File: config.mk
export PLATFORM = sky130hd
export DESIGN_NAME = io_pad_oe_sequencer
export DESIGN_NICKNAME = d
export VERILOG_FILES = /design/src/rtl/io_ctrl_pkg.sv /design/src/rtl/io_sync2.sv /design/src/rtl/io_pad_oe_sequencer.sv
export SDC_FILE = /design/constraint.sdc
export NUM_CORES = 1
export LEC_CHECK = 0
export CAP_MARGIN = 20
export CORE_ASPECT_RATIO = 0.5
export CORE_UTILIZATION = 45
export DETAILED_ROUTE_END_ITERATION = 10
export HOLD_SLACK_MARGIN = 0.08
export PLACE_DENSITY = 0.62
export SLEW_MARGIN = 20
export SYNTH_ARGS = -nofsm -noshare
export SYNTH_HDL_FRONTEND = slang
export SYNTH_SLANG_ARGS = --single-unit
File: constraint.sdc
create_clock -name clk -period 5.05 [get_ports clk]
set_input_delay 0.7575 -clock clk [delete_from_list [all_inputs] [get_ports clk]]
set_output_delay 0.7575 -clock clk [all_outputs]
set_load 0.1 [all_outputs]
File: src/rtl/io_ctrl_pkg.sv
// Shared types, timing defaults and helpers for the IO-ring control blocks.
package io_ctrl_pkg;

   localparam int MAX_GROUPS             = 16;
   localparam int DEFAULT_N_GROUPS       = 4;
   localparam int DEFAULT_SETTLE_CYCLES  = 1024;
   localparam int DEFAULT_STAGGER_CYCLES = 16;

   typedef enum logic [2:0] {
      OFF,
      SETTLE,
      STAGGER,
      ACTIVE,
      UPDATE
   } io_seq_state_e;

   // Priority encoder: index of the lowest set bit, or -1 when the vector is empty.
   function automatic int lowest_set_index(input logic [MAX_GROUPS-1:0] vec);
      int idx;
      idx = -1;
      for (int i = MAX_GROUPS - 1; i >= 0; i--) begin
         if (vec[i]) idx = i;
      end
      return idx;
   endfunction

endpackage

File: src/rtl/io_sync2.sv
// Two-flop synchronizer for slow level signals arriving from another domain.
module io_sync2 (
   input  logic clk,
   input  logic rst,
   input  logic d,
   output logic q
);

   logic meta;

   // Both stages clear on reset so the synchronized level starts deasserted.
   always_ff @(posedge clk or posedge rst) begin
      if (rst) begin
         meta <= 1'b0;
         q    <= 1'b0;
      end else begin
         meta <= d;
         q    <= meta;
      end
   end

endmodule

File: src/rtl/io_pad_oe_sequencer.sv
// Pad-ring output-enable sequencer: holds retention until VDDIO has settled, then
// enables pad groups one at a time so supply-pad switching current stays bounded.
module io_pad_oe_sequencer
   import io_ctrl_pkg::*;
#(
   parameter int N_GROUPS       = DEFAULT_N_GROUPS,
   parameter int SETTLE_CYCLES  = DEFAULT_SETTLE_CYCLES,
   parameter int STAGGER_CYCLES = DEFAULT_STAGGER_CYCLES,
   parameter int CNT_W          = $clog2((SETTLE_CYCLES > STAGGER_CYCLES) ?
                                         SETTLE_CYCLES : STAGGER_CYCLES) + 1
) (
   input  logic                clk,
   input  logic                rst,
   input  logic                vddio_ok_i,
   input  logic                en_i,
   input  logic [N_GROUPS-1:0] group_mask_i,
   input  logic                cfg_req_i,
   output logic                cfg_ack_o,
   output logic [N_GROUPS-1:0] pad_oe_grp_o,
   output logic                pad_ret_o,
   output logic                ready_o,
   output logic                fault_o
);

   localparam logic [CNT_W-1:0] SETTLE_LOAD  = CNT_W'(SETTLE_CYCLES - 1);
   localparam logic [CNT_W-1:0] STAGGER_LOAD = CNT_W'(STAGGER_CYCLES - 1);

   io_seq_state_e       state_q, state_d;
   logic [CNT_W-1:0]    cnt_q, cnt_d;
   logic [N_GROUPS-1:0] target_q, target_d;
   logic [N_GROUPS-1:0] oe_q, oe_d;
   logic [N_GROUPS-1:0] pending, first_bit;
   logic                ret_q, ret_d;
   logic                ready_q, ready_d;
   logic                ack_q, ack_d;
   logic                fault_q, fault_d;
   logic                upd_first_q, upd_first_d;
   logic                vddio_ok_s;
   int                  first_idx;

   io_sync2 u_vddio_sync (
      .clk (clk),
      .rst (rst),
      .d   (vddio_ok_i),
      .q   (vddio_ok_s)
   );

   assign pending = target_q & ~oe_q;

   // Next group to enable: lowest target bit that is not yet driving.
   always_comb begin
      first_idx = lowest_set_index(MAX_GROUPS'(pending));
      first_bit = '0;
      for (int g = 0; g < N_GROUPS; g++) begin
         if (g == first_idx) first_bit[g] = 1'b1;
      end
   end

   // Next-state and next-output logic; supply loss and disable override everything.
   always_comb begin
      state_d     = state_q;
      cnt_d       = cnt_q;
      target_d    = target_q;
      oe_d        = oe_q;
      ret_d       = ret_q;
      ready_d     = ready_q;
      ack_d       = 1'b0;
      fault_d     = fault_q;
      upd_first_d = 1'b0;

      if (state_q != OFF && (!vddio_ok_s || !en_i)) begin
         state_d = OFF;
         oe_d    = '0;
         ret_d   = 1'b1;
         ready_d = 1'b0;
         if (!vddio_ok_s && (state_q == STAGGER || state_q == ACTIVE || state_q == UPDATE))
            fault_d = 1'b1;
         else if (!en_i)
            fault_d = 1'b0;
      end else begin
         if (!en_i) fault_d = 1'b0;
         unique case (state_q)
            OFF: begin
               oe_d    = '0;
               ret_d   = 1'b1;
               ready_d = 1'b0;
               if (vddio_ok_s && en_i) begin
                  state_d = SETTLE;
                  cnt_d   = SETTLE_LOAD;
               end
            end
            SETTLE: begin
               if (cnt_q == '0) begin
                  target_d = group_mask_i;
                  ret_d    = 1'b0;
                  cnt_d    = STAGGER_LOAD;
                  state_d  = STAGGER;
               end else begin
                  cnt_d = cnt_q - CNT_W'(1);
               end
            end
            STAGGER, UPDATE: begin
               // Disables of an update all happen together before any new enable.
               if (state_q == UPDATE && upd_first_q) begin
                  oe_d  = oe_q & target_q;
                  cnt_d = STAGGER_LOAD;
               end else if (pending == '0) begin
                  state_d = ACTIVE;
                  ready_d = 1'b1;
                  ack_d   = (state_q == UPDATE);
               end else if (cnt_q == '0) begin
                  oe_d  = oe_q | first_bit;
                  cnt_d = STAGGER_LOAD;
                  if ((pending & ~first_bit) == '0) begin
                     state_d = ACTIVE;
                     ready_d = 1'b1;
                     ack_d   = (state_q == UPDATE);
                  end
               end else begin
                  cnt_d = cnt_q - CNT_W'(1);
               end
            end
            ACTIVE: begin
               if (cfg_req_i) begin
                  target_d    = group_mask_i;
                  ready_d     = 1'b0;
                  state_d     = UPDATE;
                  upd_first_d = 1'b1;
               end
            end
            default: begin
               state_d = OFF;
            end
         endcase
      end
   end

   // All outputs come straight from these registers.
   always_ff @(posedge clk or posedge rst) begin
      if (rst) begin
         state_q     <= OFF;
         cnt_q       <= '0;
         target_q    <= '0;
         oe_q        <= '0;
         ret_q       <= 1'b1;
         ready_q     <= 1'b0;
         ack_q       <= 1'b0;
         fault_q     <= 1'b0;
         upd_first_q <= 1'b0;
      end else begin
         state_q     <= state_d;
         cnt_q       <= cnt_d;
         target_q    <= target_d;
         oe_q        <= oe_d;
         ret_q       <= ret_d;
         ready_q     <= ready_d;
         ack_q       <= ack_d;
         fault_q     <= fault_d;
         upd_first_q <= upd_first_d;
      end
   end

   assign pad_oe_grp_o = oe_q;
   assign pad_ret_o    = ret_q;
   assign ready_o      = ready_q;
   assign cfg_ack_o    = ack_q;
   assign fault_o      = fault_q;

endmodule

After elaboration in Yosys (flattened, before gate mapping)
Index checks and enable logic that the tools add are counted.
{ "word_totals": {"regBits": 29, "in_bits": 9, "output_inout_bits": 8, "word_cells": 117} }
{ "op_classes": {"n_addsub": 1, "eq_ne": 19, "muxes": 52, "n_bitwise": 7, "n_reduce_logical": 27} }
{ "ops": {"columns": ["cell", "n"], "rows": [
  ["32-bit two-way mux", 4],
  ["3-bit by 32-bit equality test with 1-bit output (first input constant)", 2],
  ["11-bit two-way mux", 4],
  ["11-bit case mux with 3 select lines", 1],
  ["2-bit by 32-bit equality test with 1-bit output (first input constant)", 1],
  ["32-bit zero test", 1],
  ["1-bit two-way mux", 24],
  ["3-bit two-way mux", 8],
  ["4-bit two-way mux", 6],
  ["4-bit inequality test (second input constant)", 4],
  ["4-bit case mux with 2 select lines", 2],
  ["3-bit inequality test (second input constant)", 5],
  ["4-bit AND", 3],
  ["3-bit case mux with 4 select lines", 1],
  ["3-bit nonzero test", 4],
  ["11-bit zero test", 1],
  ["11-bit by 1-bit subtractor with 11-bit output (second input constant)", 1],
  ["4-bit zero test", 2],
  ["4-bit inverter", 2],
  ["4-bit AND reduction", 2],
  ["3-bit by 2-bit equality test with 1-bit output (second input constant)", 2],
  ["2-bit inequality test (second input constant)", 3],
  ["6-bit AND reduction", 1],
  ["5-bit AND reduction", 1],
  ["15 further kinds", 21]
]} }

Longest topological paths before layout
{ "depth": {"depth_word": 17, "depth_mapped": 8, "ltp_nobuf": 8} }

Modules after synthesis
Synthesis repeated with hierarchy kept, for this count alone.
{ "unflattened": {"hier_cells": 180, "area_unflattened_um2": 1702.9} }
{ "by_module_without_submodules": {"columns": ["mod", "n_inst", "cells_per_inst", "area_per_inst_um2"], "rows": [
  ["io_pad_oe_sequencer", 1, 177, 1649.1],
  ["io_sync2", 1, 3, 53.8]
]} }

Worst setup path after synthesis
No wires, ideal clock.
{ "synth_timing": {"path_type": "reg2reg", "from": "register oe_q[0] (netlist: pad_oe_grp_o[0])", "to": "register state_q[0]", "setup_time_ns": 0.128, "t_arrival_ns": 2.156, "t_required_ns": 4.922, "setup_slack_ns": 2.767, "path_stages_with_launch": 8, "path_buffers": 1, "synth_period_minus_slack_ns": 2.283, "path_cell_list": "dfrtp_1 nand2b_1 buf_2 a41oi_1 o211ai_1 nand3_2 a21oi_2 mux2_1"} }
{ "synth_between": {"elab_chain_len": 10} }
{ "synth_rtl": {"columns": ["element", "line_no", "source"], "rows": [
  ["from (decl)", "io_pad_oe_sequencer.sv:31", "logic [N_GROUPS-1:0] oe_q, oe_d;"],
  ["from (signal assigned)", "io_pad_oe_sequencer.sv:144", "oe_q <= '0;"],
  ["from (signal assigned)", "io_pad_oe_sequencer.sv:154", "oe_q <= oe_d;"],
  ["4-bit inverter *", "io_pad_oe_sequencer.sv:48", "assign pending = target_q & ~oe_q;"],
  ["4-bit AND *", "io_pad_oe_sequencer.sv:48", null],
  ["32-bit two-way mux", "io_ctrl_pkg.sv:22", "if (vec[i]) idx = i;"],
  ["2-bit by 32-bit equality test with 1-bit output (tied with other cells)", "io_pad_oe_sequencer.sv:55", "if (g == first_idx) first_bit[g] = 1'b1;"],
  ["1-bit two-way mux", "io_pad_oe_sequencer.sv:55", null],
  ["4-bit inverter", "io_pad_oe_sequencer.sv:114", "if ((pending & ~first_bit) == '0) begin"],
  ["4-bit AND", "io_pad_oe_sequencer.sv:114", null],
  ["4-bit zero test", "io_pad_oe_sequencer.sv:114", null],
  ["4-bit inequality test (no source line)", null, null],
  ["6-bit AND reduction (no source line)", null, null],
  ["to (signal assigned)", "io_pad_oe_sequencer.sv:151", "state_q <= state_d;"],
  ["to (decl)", "io_pad_oe_sequencer.sv:28", "io_seq_state_e state_q, state_d;"]
]} }
Every way passes the cells marked *; elsewhere a longest branch is shown, timed or not. The select of a mux whose other input is x is not followed.
A chain may end at the register's enable or synchronous reset.

Final worst setup path
{ "layout_timing": {"from": "register ret_q (netlist: pad_ret_o)", "to": "output pad_ret_o"} }
{ "layout_rtl": {"columns": ["element", "line_no", "source"], "rows": [
  ["from (decl)", "io_pad_oe_sequencer.sv:33", "logic ret_q, ret_d;"],
  ["from (signal assigned)", "io_pad_oe_sequencer.sv:155", "ret_q <= ret_d;"],
  ["to (decl)", "io_pad_oe_sequencer.sv:20", "output logic pad_ret_o,"]
]} }
No word-level cell between the ends.

==> results.py <==
metrics = {
    "run_status": {
        "status": "finished clean",
    },
    "setup_path": {
        "path_class": "reg2out",
        "worstPathRequired_ps": 4290,
        "critPathTopFamily": "buffers and inverters",
        "critPathSlowestCell": "clkdlybuf4s50_1",
        "worst-path-buf-inv": 1,
        "end_kind": "output port",
        "slowest_delay_ps": 1130,
        "worst_ep_arrival_time_ps": 1930,
        "crit_fanout": 2,
        "start_kind": "flop",
        "cp_cell_sequence": "clkdlybuf4s50_1",
    },
    "drt": {
        "ant_nets": 0,
        "drc_errors": 0,
        "avgViaCountPerCell": 5.632,
        "dr.pass1.iters": 4,
        "drtIter0Drc": 75,
        "post_drt_wl_per_cell_um": 14.40,
        "drt-total-wl_mm": 3.601,
        "vias": 1408,
    },
    "timing": {
        "holdWs_ps": 356.1,
        "max_freq_ghz": 0.3716,
        "tightest_slew_ps": 970.3,
        "layout_min_cycle_time_ps": 2691,
        "timing.slew.headroom_pct": 35.11,
        "rsz0062_at_grt": "no",
        "final-setup-viol-count": 0,
        "hold_viol_final": 0,
        "finalSetupTns_ps": 0,
        "fin_crit_sh_pct": 53.28,
        "setup_slack_ps": 2359,
        "final_max_slew_viol_count": 0,
        "finalClockSkew_ps": 9.352,
    },
    "final_layout": {
        "areaGrowthSynthToFinish_pct": 15.13,
        "final_cell_mix": "28 x dfrtp_1, 23 x o21ai_0, 17 x nand2_1",
        "drive_above_1_share_pct": 14.07,
        "antennaDiodeCount": 0,
        "final_common_cell": "dfrtp_1",
        "fin_nets": 210,
    },
    "power_and_ir_drop": {
        "sequentialPowerShare_pct": 36.2,
        "clockPowerShare_pct": 16.2,
        "total_power_mw": 1.070,
        "vdd_drop_max_uv": 171.6,
        "pwr-share-comb_pct": 47.5,
        "p_leak_nw": 0.8254,
        "p_sw_mw": 0.4829,
        "internal-power_mw": 0.5870,
        "p_per_area_nw_per_um2": 540.2,
        "netSwitchingFraction_pct": 45.14,
    },
    "global_routing": {
        "grt_pass1_vias": 1276,
        "grt_pass1_wl_mm": 5.837,
        "globalRouteOverflowTotal": 0,
        "grt_antenna_before_repair": 0,
        "grtUsageTotal_pct": 19.77,
        "grt_max_degree": 18,
    },
    "cts": {
        "postCtsSetupBuffers": 0,
        "worstSkewPairLatency_ps": 280,
        "clkSlewWorstSetupHoldPaths_ps": 60,
        "cts-resized-gates": 0,
        "postCtsHoldBufs": 0,
        "cts.sinks": 29,
        "root_buffer": "clkbuf_8",
        "tritoncts": "done",
        "cts_buffers": 5,
        "htree_levels": 2,
        "clockBufferDepth": 2,
    },
    "hold_path": {
        "worstHoldPathType": "reg2reg",
    },
    "floorplanning": {
        "core_um2": 3547,
        "die_w_um": 89.44,
        "initial_utilization_pct": 48.50,
        "design.die.area_um2": 4089,
        "die_h_um": 45.72,
        "ioPinCount": 17,
        "floorplan.rows": 15,
    },
    "synth": {
        "synthTopCellsByArea": "dfrtp_1 41%, o21ai_0 6.7%, nand2_1 3.7%",
        "synthCells": 183,
        "synth_top_area_share_pct": 40.73,
        "yosysTopAreaCell": "dfrtp_1",
        "ys_seq_elements": 29,
        "syn-num-nets": 193,
        "synth_cell_type_count": 54,
        "seq_area_frac_synth_pct": 42.25,
        "avgSynthCellArea_um2": 9.401,
        "syn-cell-area_um2": 1720,
        "yosysWarnings": 0,
    },
    "placed_design": {
        "hpwlAfterDp_mm": 2.579,
        "gp_congestion": 0.8516,
        "portBuffers": 16,
        "post-place-ws_ps": 2151,
    },
    "flow_run": {
        "cap_violations": 0,
    },
}
## power by group through the flow
| stage | combinational [mW] | sequential, mW | clock, mW |
|---|---|---|---|
| global placement | 0.498 | 0.390 | 0 |
| detailed placement | 0.510 | 0.391 | 0 |
| CTS | 0.512 | 0.387 | 0.180 |
| finish | 0.509 | 0.388 | 0.174 |
| floorplan | 0.421 | 0.394 | 0 |
| global route | 0.579 | 0.401 | 0.187 |
## per-layer routing
| metal | wire (µm) | vias to the layer above | part of all wire, % | GRT usage [%] |
|---|---|---|---|---|
| met5 | 0 | - | 0 | 0 |
| met4 | 14 | 0 | 0.39 | 5.714 |
| met3 | 143 | 2 | 4.0 | 5.435 |
| met2 | 1567 | 32 | 44 | 31.15 |
| met1 | 1876 | 673 | 52 | 27.01 |
| li1 | - | 701 | - | - |
## flip-flops by register name, indices dropped and copies added (netlist names)
name / flops
pad_oe_grp_o: 4
cfg_ack_o: 1
pad_ret_o: 1
cnt_q: 11
u_vddio_sync.meta: 1
u_vddio_sync.q: 1
state_q: 3
target_q: 4
ready_o: 1
fault_o: 1
upd_first_q: 1
## Yosys cell counts, drive strengths merged
library cell / n
dfrtp: 28
o21ai: 25
nand2: 18
nor2: 15
a21oi: 12
nand2b: 8
nor3: 8
a31oi: 6
buf: 6
inv: 6
mux2: 5
nand3: 4
and2: 3
nand4: 3
nor4: 3
o21a: 3
and3: 2
maj3: 2
o22ai: 2
xnor2: 2
a211o: 1
a211oi: 1
a21boi: 1
a221o: 1
a2bb2oi: 1
a41oi: 1
and4: 1
clkbuf: 1
dfstp: 1
ha: 1
nand4b: 1
nand4bb: 1
nor2b: 1
nor3b: 1
o211ai: 1
o21bai: 1
o22a: 1
o2bb2ai: 1
o31ai: 1
or2b: 1
or3: 1
or3b: 1
## cell families (layout without fill, tap and decap cells)
| logic type | count (synthesis) | in the layout | synth area share (%) |
|---|---|---|---|
| muxes | 5 | 5 | 3.272 |
| buffers and inverters | 13 | 29 | 4.363 |
| AOI/OAI and AO/OA | 59 | 59 | 21.09 |
| xor gates and xnor gates | 2 | 2 | 1.018 |
| DFF | 29 | 29 | 42.25 |
| adders and majority gates | 3 | 3 | 1.963 |
| and+or+nand+nor | 72 | 72 | 26.04 |
## area by class of cell
class | count | area [µm²]
flip-flops and latches | 29 | 726.9
multi-input cells | 141 | 918.4
well taps | 51 | 63.81
clock inverters | 1 | 5.005
repair buffers | 17 | 175.2
inverters | 6 | 22.52
clock buffers | 5 | 68.82
fillers | 323 | 1567
## stage by stage
stage	std cells	util, %	instance area [µm²]
after floorplan	183	-	1720
after global placement	243	53.33	1892
after detailed placement	244	53.76	1907
after CTS	250	55.84	1981
after global routing	250	55.84	1981
final	250	55.84	1981
## path summary, 6_finish.rpt
path / start / end / slack (ps) / cells after the start
hold / removal: u_vddio_sync.meta / u_vddio_sync.q / 360 / 0
min in group asynchronous: rst / pad_oe_grp_o[1] / 880 / 2
hold reg to reg: u_vddio_sync.meta / u_vddio_sync.q / 360 / 0
setup reg to reg: pad_oe_grp_o[0] / cnt_q[3] / 2740 / 6
setup / recovery: pad_ret_o / pad_ret_o / 2360 / 1
max in group asynchronous: rst / cfg_ack_o / 3640 / 3
Power figures use the tool's default switching activity.
